`src/rtl/stream_uart_pkg.sv`:
```
// Shared types and defaults for the stream_uart block: the TX/RX state
// encoding and the default serial bit period.
package stream_uart_pkg;

  localparam int DEFAULT_CLKS_PER_BIT = 104;

  typedef enum logic [2:0] {
    IDLE,
    START,
    DATA,
    PARITY,
    STOP
  } uart_state_t;

endpackage

```
`src/rtl/stream_uart_rx_fifo.sv`:
```
// Show-ahead receive buffer for stream_uart. A push while full is dropped
// unless a pop happens in the same cycle, in which case both are accepted.
module stream_uart_rx_fifo #(
  parameter int DEPTH = 4,
  parameter int WIDTH = 8
) (
  input  logic             clk_i,
  input  logic             rstn_i,
  input  logic             push_i,
  input  logic [WIDTH-1:0] push_data_i,
  input  logic             pop_i,
  output logic [WIDTH-1:0] pop_data_o,
  output logic             full_o,
  output logic             empty_o
);

  localparam int AW = $clog2(DEPTH);

  logic [WIDTH-1:0] r_mem [DEPTH];
  logic [AW-1:0]    r_wr_ptr;
  logic [AW-1:0]    r_rd_ptr;
  logic [AW:0]      r_count;
  logic             w_do_push;
  logic             w_do_pop;

  assign full_o     = (r_count == (AW+1)'(DEPTH));
  assign empty_o    = (r_count == '0);
  assign w_do_pop   = pop_i && !empty_o;
  assign w_do_push  = push_i && (!full_o || w_do_pop);
  assign pop_data_o = r_mem[r_rd_ptr];

  // NOTE: storage has no reset; only the pointers and count define validity.
  always_ff @(posedge clk_i) begin
    if (w_do_push) r_mem[r_wr_ptr] <= push_data_i;
  end

  // NOTE: sequential state uses non-blocking assignments so every register
  // samples pre-edge values regardless of block ordering.
  always_ff @(posedge clk_i or negedge rstn_i) begin
    if (!rstn_i) begin
      r_wr_ptr <= '0;
      r_rd_ptr <= '0;
      r_count  <= '0;
    end else begin
      if (w_do_push) r_wr_ptr <= r_wr_ptr + 1'b1;
      if (w_do_pop)  r_rd_ptr <= r_rd_ptr + 1'b1;
      case ({w_do_push, w_do_pop})
        2'b10:   r_count <= r_count + 1'b1;
        2'b01:   r_count <= r_count - 1'b1;
        default: r_count <= r_count;
      endcase
    end
  end

endmodule

```
`src/rtl/stream_uart.sv`:
```
// Byte-stream <-> UART bridge (8 data bits, 1 stop bit, LSB first).
// Define STREAM_UART_PARITY_EN to add an even parity bit to both directions.
module stream_uart
  import stream_uart_pkg::*;
#(
  parameter int CLKS_PER_BIT  = DEFAULT_CLKS_PER_BIT,
  parameter int RX_FIFO_DEPTH = 4
) (
  input  logic       clk_i,
  input  logic       rstn_i,
  input  logic [7:0] in_data_i,
  input  logic       in_valid_i,
  output logic       in_ready_o,
  output logic [7:0] out_data_o,
  output logic       out_valid_o,
  input  logic       out_ready_i,
  output logic       uart_tx_o,
  input  logic       uart_rx_i,
  output logic       rx_frame_err_o,
  output logic       rx_overrun_o,
  output logic       rx_parity_err_o
);

  localparam int            CW       = $clog2(CLKS_PER_BIT);
  localparam logic [CW-1:0] CNT_MAX  = CW'(CLKS_PER_BIT - 1);
  localparam logic [CW-1:0] CNT_HALF = CW'(CLKS_PER_BIT / 2 - 1);

  uart_state_t   r_tx_state, w_tx_state_nxt;
  logic [CW-1:0] r_tx_cnt, w_tx_cnt_nxt;
  logic [2:0]    r_tx_bit, w_tx_bit_nxt;
  logic [7:0]    r_tx_shift, w_tx_shift_nxt;
  logic          r_tx_line, w_tx_line_nxt;
  logic          w_tx_done;
`ifdef STREAM_UART_PARITY_EN
  logic          r_tx_par, w_tx_par_nxt;
`endif

  assign w_tx_done  = (r_tx_cnt == CNT_MAX);
  assign in_ready_o = (r_tx_state == IDLE);
  assign uart_tx_o  = r_tx_line;

  // NOTE: every output of a combinational block gets a default first, so no
  // path through the case statement can infer a latch.
  always_comb begin
    w_tx_state_nxt = r_tx_state;
    w_tx_cnt_nxt   = w_tx_done ? '0 : r_tx_cnt + 1'b1;
    w_tx_bit_nxt   = r_tx_bit;
    w_tx_shift_nxt = r_tx_shift;
    w_tx_line_nxt  = r_tx_line;
`ifdef STREAM_UART_PARITY_EN
    w_tx_par_nxt   = r_tx_par;
`endif
    case (r_tx_state)
      IDLE: begin
        w_tx_cnt_nxt  = '0;
        w_tx_line_nxt = 1'b1;
        if (in_valid_i) begin
          w_tx_state_nxt = START;
          w_tx_shift_nxt = in_data_i;
          w_tx_line_nxt  = 1'b0;
`ifdef STREAM_UART_PARITY_EN
          w_tx_par_nxt   = ^in_data_i;
`endif
        end
      end
      START: if (w_tx_done) begin
        w_tx_state_nxt = DATA;
        w_tx_bit_nxt   = '0;
        w_tx_line_nxt  = r_tx_shift[0];
      end
      DATA: if (w_tx_done) begin
        w_tx_shift_nxt = r_tx_shift >> 1;
        w_tx_line_nxt  = r_tx_shift[1];
        w_tx_bit_nxt   = r_tx_bit + 1'b1;
        if (r_tx_bit == 3'd7) begin
`ifdef STREAM_UART_PARITY_EN
          w_tx_state_nxt = PARITY;
          w_tx_line_nxt  = r_tx_par;
`else
          w_tx_state_nxt = STOP;
          w_tx_line_nxt  = 1'b1;
`endif
        end
      end
`ifdef STREAM_UART_PARITY_EN
      PARITY: if (w_tx_done) begin
        w_tx_state_nxt = STOP;
        w_tx_line_nxt  = 1'b1;
      end
`endif
      STOP: if (w_tx_done) begin
        w_tx_state_nxt = IDLE;
        w_tx_line_nxt  = 1'b1;
      end
      default: begin
        w_tx_state_nxt = IDLE;
        w_tx_line_nxt  = 1'b1;
      end
    endcase
  end

  always_ff @(posedge clk_i or negedge rstn_i) begin
    if (!rstn_i) begin
      r_tx_state <= IDLE;
      r_tx_cnt   <= '0;
      r_tx_bit   <= '0;
      r_tx_shift <= '0;
      r_tx_line  <= 1'b1;
`ifdef STREAM_UART_PARITY_EN
      r_tx_par   <= 1'b0;
`endif
    end else begin
      r_tx_state <= w_tx_state_nxt;
      r_tx_cnt   <= w_tx_cnt_nxt;
      r_tx_bit   <= w_tx_bit_nxt;
      r_tx_shift <= w_tx_shift_nxt;
      r_tx_line  <= w_tx_line_nxt;
`ifdef STREAM_UART_PARITY_EN
      r_tx_par   <= w_tx_par_nxt;
`endif
    end
  end

  // Receive path: r_rx_prev holds the previous synchronized level so a start
  // edge is only seen after the line has been high, including after a frame error.
  logic [1:0]    r_sync;
  logic          r_rx_prev;
  logic          w_rx;
  uart_state_t   r_rx_state, w_rx_state_nxt;
  logic [CW-1:0] r_rx_cnt, w_rx_cnt_nxt;
  logic [2:0]    r_rx_bit, w_rx_bit_nxt;
  logic [7:0]    r_rx_shift, w_rx_shift_nxt;
  logic          w_rx_done;
  logic          w_push;
  logic          w_frame_err;
  logic          w_full;
  logic          w_empty;

  assign w_rx      = r_sync[1];
  assign w_rx_done = (r_rx_cnt == CNT_MAX);

`ifdef STREAM_UART_PARITY_EN
  logic w_parity_err;
  assign rx_parity_err_o = w_parity_err;
`else
  assign rx_parity_err_o = 1'b0;
`endif

  always_comb begin
    w_rx_state_nxt = r_rx_state;
    w_rx_cnt_nxt   = w_rx_done ? '0 : r_rx_cnt + 1'b1;
    w_rx_bit_nxt   = r_rx_bit;
    w_rx_shift_nxt = r_rx_shift;
    w_push         = 1'b0;
    w_frame_err    = 1'b0;
`ifdef STREAM_UART_PARITY_EN
    w_parity_err   = 1'b0;
`endif
    case (r_rx_state)
      IDLE: begin
        w_rx_cnt_nxt = '0;
        if (r_rx_prev && !w_rx) w_rx_state_nxt = START;
      end
      START: if (r_rx_cnt == CNT_HALF) begin
        w_rx_cnt_nxt   = '0;
        w_rx_bit_nxt   = '0;
        w_rx_state_nxt = w_rx ? IDLE : DATA;
      end
      DATA: if (w_rx_done) begin
        w_rx_shift_nxt = {w_rx, r_rx_shift[7:1]};
        w_rx_bit_nxt   = r_rx_bit + 1'b1;
        if (r_rx_bit == 3'd7) begin
`ifdef STREAM_UART_PARITY_EN
          w_rx_state_nxt = PARITY;
`else
          w_rx_state_nxt = STOP;
`endif
        end
      end
`ifdef STREAM_UART_PARITY_EN
      PARITY: if (w_rx_done) begin
        if ((^r_rx_shift) != w_rx) begin
          w_parity_err   = 1'b1;
          w_rx_state_nxt = IDLE;
        end else begin
          w_rx_state_nxt = STOP;
        end
      end
`endif
      STOP: if (w_rx_done) begin
        w_rx_state_nxt = IDLE;
        w_push         = w_rx;
        w_frame_err    = !w_rx;
      end
      default: w_rx_state_nxt = IDLE;
    endcase
  end

  always_ff @(posedge clk_i or negedge rstn_i) begin
    if (!rstn_i) begin
      r_sync     <= 2'b11;
      r_rx_prev  <= 1'b1;
      r_rx_state <= IDLE;
      r_rx_cnt   <= '0;
      r_rx_bit   <= '0;
      r_rx_shift <= '0;
    end else begin
      r_sync     <= {r_sync[0], uart_rx_i};
      r_rx_prev  <= w_rx;
      r_rx_state <= w_rx_state_nxt;
      r_rx_cnt   <= w_rx_cnt_nxt;
      r_rx_bit   <= w_rx_bit_nxt;
      r_rx_shift <= w_rx_shift_nxt;
    end
  end

  stream_uart_rx_fifo #(
    .DEPTH(RX_FIFO_DEPTH),
    .WIDTH(8)
  ) u_rx_fifo (
    .clk_i      (clk_i),
    .rstn_i     (rstn_i),
    .push_i     (w_push),
    .push_data_i(r_rx_shift),
    .pop_i      (out_ready_i),
    .pop_data_o (out_data_o),
    .full_o     (w_full),
    .empty_o    (w_empty)
  );

  assign out_valid_o    = !w_empty;
  assign rx_frame_err_o = w_frame_err;
  assign rx_overrun_o   = w_push && w_full && !out_ready_i;

endmodule

```
`config.mk`:
```
export PLATFORM = sky130hd
export DESIGN_NAME = stream_uart
export DESIGN_NICKNAME = d
export VERILOG_FILES = /design/src/rtl/stream_uart_pkg.sv /design/src/rtl/stream_uart_rx_fifo.sv /design/src/rtl/stream_uart.sv
export SDC_FILE = /design/constraint.sdc
export NUM_CORES = 1
export LEC_CHECK = 0
export BUFFER_PORTS_ARGS = -buffer_cell sky130_fd_sc_hd__buf_4
export CORE_ASPECT_RATIO = 1.2
export CORE_UTILIZATION = 40
export DETAILED_ROUTE_END_ITERATION = 16
export PLACE_DENSITY_LB_ADDON = 0.2
export SETUP_SLACK_MARGIN = 0.3
export SLEW_MARGIN = 25
export SYNTH_ARGS = -nofsm -noshare
export SYNTH_HDL_FRONTEND = slang
export SYNTH_SLANG_ARGS = --single-unit
```
`constraint.sdc`:
```
create_clock -name clk_i -period 3.3 [get_ports clk_i]
set_clock_uncertainty 0.1 [all_clocks]
set_input_delay 0.33 -clock clk_i [delete_from_list [all_inputs] [get_ports clk_i]]
set_output_delay 0.33 -clock clk_i [all_outputs]
set_load 0.01 [all_outputs]
```
==> key figures <==
Placed design
  • Placement Setup Slack: 715 ps
  • Hpwl dp: 4.34 mm
  • Routability cong.: 0.773
  • IO buf count: 25

Global routing
  • Number of global-route vias before repair: 2331
  • First-pass GRT wire length: 11.4 mm
  • Antenna violations before repair: 0
  • GRT Total Usage: 0.147
  • Largest net degree at the start of global routing: 54
  • Remaining Overflow, GRT: 0

Power
  • Total power: 2.76 mW
  • Clock share of power: 0.367
  • Cell Int Power: 2.02 mW
  • Sequential Power Share: 0.493
  • Net Sw Frac: 0.267
  • Net switching power: 0.738 mW
  • Power per cell area: 609 nW/um2
  • Pleak: 1.94 nW
  • Max IR drop VDD: around 0.00037 V
  • Share of total power in combinational logic: 0.140

Die
  • Rows: 39
  • DIE AREA: between 10000 and 15000 um2
  • Die Y: 111 um
  • Core Footprint: 9520 um2
  • Ports: 27
  • Initial Util: 0.413
  • Die W: 92.5 um

Clock network
  • H-tree depth: 3
  • CTS tree: yes
  • Clock Tree Buf Depth: 2
  • Post-CTS Resized: 0
  • Root Driver: clkbuf_16
  • Worst-Skew Late Latency: 340 ps
  • Clk sinks: 85
  • Clk slew on worst S/H paths: 60 ps
  • CTS Buf Count: 9

STA
  • TNS Setup: 0 ps
  • Final worst slack: just over 700 ps
  • RSZ-0062 raised after global routing: false
  • FMAX: between 300 and 400 MHz
  • Worst-Margin Slew: 792 ps
  • Fin crit period: 2580 ps
  • Slew Limit Fails: 0
  • Slew headroom: 0.472
  • Setup violations, final: 0
  • Final Cycle Share: 0.782
  • Fin. Hold Viols: 0

Synth
  • Most frequent cell after synthesis: dfrtp_1
  • Top_reg_cell synth: dfrtp_1
  • Netlist cell types: 53
  • Compound-Gate Fraction of Synth Area: 0.0614
  • Ys async rst share: 0.624
  • Synthesized area per cell: ~13 um2
  • Net Count, Synth: 322
  • Top cells by area, synth: dfrtp_1, edfxtp_1, mux2_2
  • Mux share of post-synthesis cell area: 0.113
  • Synth Warn #: 0
  • Cell taking the most area after synthesis: dfrtp_1
  • Commonest cells in the netlist: dfrtp_1, edfxtp_1, nor2_1, mux2_2, nand2_1
  • Main combinational cell family by area after synthesis: simple AND/OR/NAND/NOR gates
  • Seq cells post-synth: 85
  • Synth Area in XOR/XNOR: 0.0334
  • Post-Syn Instances: 297
  • Post-Synth Simple-Gate Area: 0.140
  • Post-synthesis adder-cell area fraction: 0.0401
  • Mapped Area: 3930 um2
  • Post-synth EDFFs: 32
  • Register area share after synthesis: 0.583
  • Top cell type's share of synthesized area: 0.312

Setup path
  • Crit start category: flop
  • Critical path type: reg -> reg
  • Worst setup EP type: flop
  • CP arrival: 2740 ps
  • Crit-path max FO: 7
  • CP required: 3460 ps

Finish
  • Layout cell share with drive strength beyond 1: 0.268
  • Antenna diodes: 0
  • Area delta synth->final: 15.2%
  • Final #Nets: 348
  • Filler cell count: 848

Routing
  • Remaining antenna violation count: 0
  • Via count: around 2300
  • Post-DR vias/cell: 5.12
  • Post-Route WL: roughly 6.7 mm
  • DR WL/cell: 14.9 um
  • Initial DRT Pass Iterations: 4
  • 1st-iter DRT viols: 96
  • DRC violations left: 0

Status
  • Status: finished, final reports clean

Worst hold path
  • Worst hold path class: in -> reg

Job
  • MaxCap Viol Count: 0
==> per-layer routing <==
metal / GRT usage / up-vias / wire, um
met3: 0.0324 / 11 / 207
met5: 0 / - / 0
met1: 0.185 / 1136 / 3020
met4: 0.0781 / 0 / 159
met2: 0.235 / 45 / 3340
li1: - / 1116 / -
==> area by class of cell <==
| class | instances | area [um2] | area share |
|---|---|---|---|
| timing repair buffer | 27 | 208 | 0.0459 |
| clock inverter | 7 | 73.8 | 0.0163 |
| multi-input combinational | 187 | 1530 | 0.337 |
| sequential | 85 | 2290 | 0.506 |
| tap | 123 | 154 | 0.0340 |
| clock buffer | 9 | 225 | 0.0497 |
| inverter | 13 | 48.8 | 0.0108 |
==> cells in the final DEF (no fill, tap or decap), types with 7 or more instances in the layout <==
cell type and n:
ha_1 11, o21ai_0 7, nand2_1 18, buf_4 25
xor2_1 8, inv_1 13, mux4_2 8, xnor2_1 7
nor2b_1 9, mux2_2 22, nor2_1 26, clkbuf_16 9
edfxtp_1 32, nand3_1 8, a21oi_1 7, dfrtp_1 49
==> worst max-delay path: stages (launching register included) <==
cell and delay [ps]:
dfrtp_1 400, or4b_1 550, and4_1 300, inv_1 80, ha_1 170, inv_1 70
fa_1 420, xor2_1 150, nor2_1 110, xor2_1 160
==> power by group through the flow <==
stage / clock, mW / combinational (mW) / sequential [mW]
after floorplan: 0 / 0.324 / 1.33
after global placement: 0 / 0.385 / 1.37
after detailed placement: 0 / 0.387 / 1.38
after CTS: 1.04 / 0.391 / 1.36
after global routing: 1.07 / 0.442 / 1.39
final: 1.01 / 0.386 / 1.36
==> final timing paths <==
kind                                                        from                               end  slack, ps  cells past startpoint
worst max-delay path            u_rx_fifo.r_count[1]$_DFFE_PN0P_  u_rx_fifo.r_count[2]$_DFFE_PN0P_        720                      9
worst min-delay path                                  in_valid_i         r_tx_state[0]$_DFFE_PN0P_        200                      3
worst max register to register  u_rx_fifo.r_count[1]$_DFFE_PN0P_  u_rx_fifo.r_count[2]$_DFFE_PN0P_        720                      9
worst min register to register               r_sync[0]$_DFF_PN1_               r_sync[1]$_DFF_PN1_        260                      0
max in group asynchronous                                 rstn_i           r_rx_bit[0]$_DFFE_PN0P_       2180                      2
min in group asynchronous                                 rstn_i             r_tx_cnt[2]$_DFF_PN0_        490                      2
==> sequential cells by signal, summed over array words and instances (netlist names) <==
name	cells
u_rx_fifo.r_rd_ptr	2
r_rx_shift	8
r_tx_state	3
uart_tx_o	1
u_rx_fifo.r_wr_ptr	2
r_tx_shift	8
r_tx_cnt	7
r_rx_bit	3
r_rx_cnt	7
r_sync	2
u_rx_fifo.r_mem	32
r_rx_state	3
u_rx_fifo.r_count	3
r_tx_bit	3
r_rx_prev	1
==> through the flow <==
stage / hold WS, ps / util / area, um2 / cells
after floorplan: -65.6 / - / 3930 / 297
after detailed placement: 247 / 0.442 / 4210 / 433
final: 202 / 0.476 / 4530 / 451
after global placement: 247 / 0.442 / 4210 / 433
after CTS: 195 / 0.476 / 4530 / 451
after global routing: 225 / 0.476 / 4530 / 451
==> cell families after synthesis <==
| group | Yosys count |
|---|---|
| compound gates | 36 |
| xor+xnor | 15 |
| fa+ha+maj | 12 |
| buf+inv | 25 |
| flops | 85 |
| mux | 31 |
| other cells | 1 |
| simple gates | 92 |
==> timing repair <==
item | 4_1_cts | 5_1_grt
hold endpoints to repair | 50 | 0
hold buffers | 2 | 0
setup buffers | 0 | 0
(Power assumes the default switching activity.)
